[src/rtl/twiddle_pkg.sv]
// Shared definitions for the twiddle bank loader: default width, W^0 constant,
// FSM state encoding and the flat-bus packing helper.
package twiddle_pkg;

  localparam int W_DEF = 8;

  typedef enum logic [1:0] {
    IDLE  = 2'd0,
    LOAD  = 2'd1,
    FLUSH = 2'd2,
    DONE  = 2'd3
  } state_t;

  // Largest positive Q1.(w-1) value, the closest representable stand-in for 1.0.
  function automatic int w0_coef(input int w);
    return (1 << (w - 1)) - 1;
  endfunction

  function automatic int pack_lsb(input int k, input int w);
    return k * w;
  endfunction

endpackage

[src/rtl/twiddle_sumdiff.sv]
// Registered sign-extend and sum/difference stage: (cos, sin) -> (c, cos+sin, cos-sin).
module twiddle_sumdiff
  import twiddle_pkg::*;
#(
  parameter int W  = W_DEF,
  parameter int AW = 3
) (
  input  logic                 clk,
  input  logic                 rst_n,
  input  logic                 vld_p0,
  input  logic [AW-1:0]        addr_p0,
  input  logic signed [W-1:0]  cos_p0,
  input  logic signed [W-1:0]  sin_p0,
  output logic                 vld_p1,
  output logic [AW-1:0]        addr_p1,
  output logic signed [W-1:0]  c_p1,
  output logic signed [W:0]    cps_p1,
  output logic signed [W:0]    cms_p1
);

  logic signed [W:0] cos_x;
  logic signed [W:0] sin_x;

  assign cos_x = {cos_p0[W-1], cos_p0};
  assign sin_x = {sin_p0[W-1], sin_p0};

  // p0 -> p1: one extra bit means the sum and difference can never overflow
  always_ff @(posedge clk or negedge rst_n) begin
    if (!rst_n) vld_p1 <= 1'b0;
    else        vld_p1 <= vld_p0;
  end

  always_ff @(posedge clk) begin
    if (vld_p0) begin
      addr_p1 <= addr_p0;
      c_p1    <= cos_p0;
      cps_p1  <= cos_x + sin_x;
      cms_p1  <= cos_x - sin_x;
    end
  end

endmodule

[src/rtl/twiddle_bank_loader.sv]
// Twiddle coefficient bank for one FFT stage, loaded from a (cos, sin) stream.
// Define TWIDDLE_DBUF_EN for active/shadow double buffering committed by swap.
module twiddle_bank_loader
  import twiddle_pkg::*;
#(
  parameter int N = 16,
  parameter int W = W_DEF
) (
  input  logic                     clk,
  input  logic                     rst_n,
  input  logic                     start,
  input  logic                     in_valid,
  output logic                     in_ready,
  input  logic signed [W-1:0]      cos_in,
  input  logic signed [W-1:0]      sin_in,
  input  logic                     swap,
  output logic [N/2*W-1:0]         c_out,
  output logic [N/2*(W+1)-1:0]     cps_out,
  output logic [N/2*(W+1)-1:0]     cms_out,
  output logic                     bank_valid,
  output logic                     busy
);

  localparam int HN = N / 2;
  localparam int AW = $clog2(HN);
  localparam logic [AW-1:0]       LAST = AW'(HN - 1);
  localparam logic signed [W-1:0] C0   = W'(w0_coef(W));
  localparam logic signed [W:0]   S0   = (W+1)'(w0_coef(W));

  state_t              state;
  logic [AW-1:0]       addr;
  logic                beat;
  logic                start_ok;
  logic                vld_p1;
  logic [AW-1:0]       addr_p1;
  logic signed [W-1:0] c_p1;
  logic signed [W:0]   cps_p1;
  logic signed [W:0]   cms_p1;

  logic signed [W-1:0] c_rd   [HN];
  logic signed [W:0]   cps_rd [HN];
  logic signed [W:0]   cms_rd [HN];

  assign beat = in_valid && in_ready;

  twiddle_sumdiff #(.W(W), .AW(AW)) u_sumdiff (
    .clk     (clk),
    .rst_n   (rst_n),
    .vld_p0  (beat),
    .addr_p0 (addr),
    .cos_p0  (cos_in),
    .sin_p0  (sin_in),
    .vld_p1  (vld_p1),
    .addr_p1 (addr_p1),
    .c_p1    (c_p1),
    .cps_p1  (cps_p1),
    .cms_p1  (cms_p1)
  );

`ifdef TWIDDLE_DBUF_EN
  logic sel;
  logic swap_pending;
  logic signed [W-1:0] c_bank   [2][HN];
  logic signed [W:0]   cps_bank [2][HN];
  logic signed [W:0]   cms_bank [2][HN];

  // A finished set must not be replaced by a new load until it has been swapped in.
  assign start_ok = start && !swap_pending;

  // p1 -> bank: loads always land in the shadow half
  always_ff @(posedge clk or negedge rst_n) begin
    if (!rst_n) begin
      for (int b = 0; b < 2; b++) begin
        for (int k = 0; k < HN; k++) begin
          c_bank[b][k]   <= '0;
          cps_bank[b][k] <= '0;
          cms_bank[b][k] <= '0;
        end
      end
    end else if (vld_p1) begin
      c_bank[~sel][addr_p1]   <= c_p1;
      cps_bank[~sel][addr_p1] <= cps_p1;
      cms_bank[~sel][addr_p1] <= cms_p1;
    end
  end

  always_comb begin
    for (int k = 0; k < HN; k++) begin
      c_rd[k]   = c_bank[sel][k];
      cps_rd[k] = cps_bank[sel][k];
      cms_rd[k] = cms_bank[sel][k];
    end
  end
`else
  logic signed [W-1:0] c_bank   [HN];
  logic signed [W:0]   cps_bank [HN];
  logic signed [W:0]   cms_bank [HN];
  logic                unused_swap;

  assign unused_swap = swap;
  assign start_ok    = start;

  // p1 -> bank: writes go straight to the visible bank
  always_ff @(posedge clk or negedge rst_n) begin
    if (!rst_n) begin
      for (int k = 0; k < HN; k++) begin
        c_bank[k]   <= '0;
        cps_bank[k] <= '0;
        cms_bank[k] <= '0;
      end
    end else if (vld_p1) begin
      c_bank[addr_p1]   <= c_p1;
      cps_bank[addr_p1] <= cps_p1;
      cms_bank[addr_p1] <= cms_p1;
    end
  end

  assign c_rd   = c_bank;
  assign cps_rd = cps_bank;
  assign cms_rd = cms_bank;
`endif

  always_ff @(posedge clk or negedge rst_n) begin
    if (!rst_n) begin
      state      <= IDLE;
      addr       <= AW'(1);
      in_ready   <= 1'b0;
      busy       <= 1'b0;
      bank_valid <= 1'b0;
`ifdef TWIDDLE_DBUF_EN
      sel          <= 1'b0;
      swap_pending <= 1'b0;
`endif
    end else begin
      case (state)
        IDLE, DONE: begin
          if (start_ok) begin
            state    <= LOAD;
            addr     <= AW'(1);
            in_ready <= 1'b1;
            busy     <= 1'b1;
`ifndef TWIDDLE_DBUF_EN
            bank_valid <= 1'b0;
`endif
          end
        end
        LOAD: begin
          if (beat) begin
            addr <= addr + AW'(1);
            if (addr == LAST) begin
              state    <= FLUSH;
              in_ready <= 1'b0;
            end
          end
        end
        FLUSH: begin
          // The last entry is written on this same edge by the p1 stage.
          state <= DONE;
          busy  <= 1'b0;
`ifdef TWIDDLE_DBUF_EN
          if (!bank_valid) begin
            sel        <= ~sel;
            bank_valid <= 1'b1;
          end else begin
            swap_pending <= 1'b1;
          end
`else
          bank_valid <= 1'b1;
`endif
        end
      endcase
`ifdef TWIDDLE_DBUF_EN
      if (swap && swap_pending) begin
        sel          <= ~sel;
        swap_pending <= 1'b0;
      end
`endif
    end
  end

  for (genvar k = 0; k < HN; k++) begin : g_pack
    if (k == 0) begin : g_w0
      assign c_out[pack_lsb(k, W) +: W]           = C0;
      assign cps_out[pack_lsb(k, W + 1) +: W + 1] = S0;
      assign cms_out[pack_lsb(k, W + 1) +: W + 1] = S0;
    end else begin : g_ent
      assign c_out[pack_lsb(k, W) +: W]           = c_rd[k];
      assign cps_out[pack_lsb(k, W + 1) +: W + 1] = cps_rd[k];
      assign cms_out[pack_lsb(k, W + 1) +: W + 1] = cms_rd[k];
    end
  end

endmodule

[config.mk]
export PLATFORM = sky130hd
export DESIGN_NAME = twiddle_bank_loader
export DESIGN_NICKNAME = d
export VERILOG_FILES = /design/src/rtl/twiddle_pkg.sv /design/src/rtl/twiddle_sumdiff.sv /design/src/rtl/twiddle_bank_loader.sv
export SDC_FILE = /design/constraint.sdc
export NUM_CORES = 1
export LEC_CHECK = 0
export BUFFER_PORTS_ARGS = -buffer_cell sky130_fd_sc_hd__buf_4
export CAP_MARGIN = 20
export CORE_MARGIN = 2
export CORE_UTILIZATION = 36
export DETAILED_ROUTE_END_ITERATION = 6
export GPL_TIMING_DRIVEN = 1
export HOLD_SLACK_MARGIN = 0.05
export PLACE_DENSITY = 0.65
export SLEW_MARGIN = 0
export SYNTH_ARGS = -nofsm -noshare
export SYNTH_HDL_FRONTEND = slang
export SYNTH_HIERARCHICAL = 1
export SYNTH_SLANG_ARGS = --single-unit
[constraint.sdc]
create_clock -name clk -period 2.2 [get_ports clk]
set_input_delay 0.11 -clock clk [delete_from_list [all_inputs] [get_ports clk]]
set_output_delay 0.11 -clock clk [all_outputs]
set_load 0.01 [all_outputs]
==> impl_results.md <==
- Antenna Nets Post-Route: 0
- Port Buffers: a little over 200
- Outcome: finished, final reports clean
- Area Overhead vs Synth: 28.6%
- N_diodes: 0
- Htree depth: 1
- Post-DR vias/cell: 4.78
- Sink Count: approximately 220
- Final Net Count: 884
- Critical path peak fanout: 8
- Largest cells by area after synthesis: dfrtp_1, mux2_2, edfxtp_1
- First-pass GRT wire length: 35.4 mm
- Count leader, synth: dfrtp_1
- Final setup margin: 0.151 ns
- Cell variety after synth: 55
- Fraction of registers with async set/reset: between 80% and 90%
- Routed vias: 5691
- P per Cell Area: 1440 nW/µm²
- Largest net degree at the start of global routing: 64
- Yosys warns: 6
- Row cnt: 59
- Seq. cell area: roughly 5600 µm²
- Final-report setup violation count: 0
- Commonest cells in the netlist: dfrtp_1, mux2_2, mux2_4
- Fmax: between 0.4 and 0.5 GHz
- Total GRT Usage: 16.3%
- Antenna violations before repair: 2
- Share of layout cells above drive strength 1: 51.6%
- R2r startpoint: state[0]$_DFFE_PN0P_
- RSZ-0062 raised after global routing: false
- Critical Path End Type: flip-flop
- Placed insts: approximately 1100
- EDFF count, synth: 28
- Vias in the first global route: 5810
- Overall Power: 17.5 mW
- CTS tree: done
- Max Slew Vio Count: 0
- DIE HEIGHT: 166 µm
- Syn Area/Cell: 15.4 µm²
- Setup Skew: approximately 0.0056 ns
- Yosys top cell area share: 50.4%
- Place WS: between 0.15 and 0.2 ns
- Tmin final: 2.05 ns
- Type of the worst min-delay path: in2reg
- Area leader, netlist: dfrtp_1
- Worst hold start: sin_in[7]
- Area of the mapped netlist: between 9000 and 10000 µm²
- Hold Path End: u_sumdiff/cps_p1[8]$_DFFE_PP_
- Core area: 25900 µm²
- CTS root buffer: clkbuf_16
- Routed WL: 22.6 mm
- Postcts setup bufs: 0
- CP Data Required Time: 2.52 ns
- Clk_lat worst skew: 0.51 ns
- Worst Path Arrival: 2.37 ns
- DR pass1 iterations: 4
- Starting Density: 36.4%
- Cell area after layout: 12100 µm²
- Die Wd: 166 µm
- I/O pins: 232
- Crit Path Class: in2reg
- Worst Tran Pin Value: 0.764 ns
- Leakage: 5.64 nW
- Footprint of the multi-input gates: 3420 µm²
- Final core utilization: ~47%
- Clock transition at path regs: 0.05 ns
- Hold path depth: 3
- Total global routing overflow: 0
- Routed len/inst: 18.9 µm
- Finished Layout Cells: roughly 1200
- Startpoint types: input pin
- Cells after Synth: around 600
- Final GP Congestion: a little over 0.8
- Yosys reg bits: roughly 220
- Reg-to-Reg End: in_ready$_DFFE_PN0P_
- Worst reg2reg setup slack: 0.18 ns
- Final Hold Vio Count: 0
- Initial DRC count: 355
- Final TNS setup: 0 ns
- Max cap viols: 0
- VDD IR max: 0.771 mV
- CTS Buf Count: 25
- Worst rel slew slack: 49.1%
- Die area: 27500 µm²
- Final Cycle Share: 93.1%
- Ys flop type: dfrtp_1
- Worst-case reg-to-reg path depth: 7
- Clock buffer depth: 3
- DPL Wire Length: 15.3 mm
- Fillers: 2335
- Register area share after synthesis: 59.6%
- Drc violations: 0
- Placed inst area: 11200 µm²
- Hold Slack: 0.0800 ns
## critical path, stage by stage
cell           delay [ns]
dlygate4sd3_1        0.53
buf_4                0.16
ha_1                 0.46
and2b_1              0.26
o31ai_2              0.24
mux2_4               0.34
a2111oi_4            0.26
## cells by family after synthesis
| kind of cell | count (synthesis) | share of synthesized area (%) |
|---|---|---|
| DFF | 219 | 59.6 |
| other | 2 | 0.0796 |
| xor gates and xnor gates | 6 | 0.557 |
| and+or+nand+nor | 54 | 4.22 |
| muxes | 186 | 23.8 |
| AOI/OAI and AO/OA | 45 | 3.41 |
| buffers and inverters | 76 | 5.20 |
| adders and majority gates | 23 | 3.21 |
## layer usage
metal	part of all wire, %	track usage (%)
met5	0.071	0
met4	1.6	4.05
met3	6.1	3.93
met2	46	25.7
met1	46	22.8
## cell usage in the layout, fill, tap and decap left out, types with 4 or more instances in the layout
| cell | netlist | routed |
|---|---|---|
| buf_4 | 29 | 215 |
| nor2_1 | 10 | 10 |
| ha_1 | 21 | 20 |
| a21oi_1 | 15 | 15 |
| xnor2_1 | 5 | 5 |
| o21ai_0 | 8 | 8 |
| clkbuf_16 | 0 | 25 |
| mux2_1 | 6 | 6 |
| nand2b_1 | 5 | 5 |
| clkbuf_8 | 0 | 4 |
| nand3_1 | 4 | 4 |
| mux2_4 | 41 | 41 |
| dfrtp_1 | 190 | 190 |
| inv_1 | 22 | 22 |
| nand2_1 | 6 | 6 |
| dlygate4sd3_1 | 0 | 14 |
| nor3_1 | 5 | 5 |
| edfxtp_1 | 28 | 28 |
| clkbuf_1 | 3 | 9 |
| mux2_2 | 136 | 136 |
| nor2b_1 | 4 | 4 |
| conb_1 | 2 | 26 |
## power by group
group | leakage, nW | switching, mW | internal [mW]
clock | 0.380 | 1.57 | 2.42
combinational | 2.68 | 2.58 | 3.85
sequential | 2.58 | 1.17 | 5.94
## area by class of cell
cell class,count,area share (%)
flip-flops and latches,219,46.3
multi-input cells,340,28.2
repair buffers,232,14.9
clock buffers,37,5.77
well taps,335,3.45
clock inverters,6,0.681
inverters,22,0.681
## what timing repair did
item                                   CTS  global route
endpoints found under the hold margin  116             0
setup endpoints to repair                0             1
hold buffers                            14             0
resized for setup                        0             1
## worst max-delay path by stage
stage                          from                       endpoint  slack [ns]
2_1_floorplan             sin_in[2]  u_sumdiff/cps_p1[5]$_DFFE_PP_        0.52
3_3_place_gp              cos_in[2]  u_sumdiff/cps_p1[5]$_DFFE_PP_        0.20
3_5_place_dp              cos_in[2]  u_sumdiff/cps_p1[5]$_DFFE_PP_        0.19
4_1_cts        state[0]$_DFFE_PN0P_           in_ready$_DFFE_PN0P_        0.11
5_1_grt        state[0]$_DFFE_PN0P_           in_ready$_DFFE_PN0P_        0.04
6_report                  cos_in[2]  u_sumdiff/cps_p1[5]$_DFFE_PP_        0.15
## registers in the layout (all words and copies together), names as in the netlist, 2 cells and up
register           flops
cms_out               63
cps_out               63
c_out                 56
u_sumdiff/cps_p1       9
u_sumdiff/c_p1         8
u_sumdiff/cms_p1       8
addr                   3
u_sumdiff/addr_p1      3
state                  2
(Power assumes the default switching activity.)
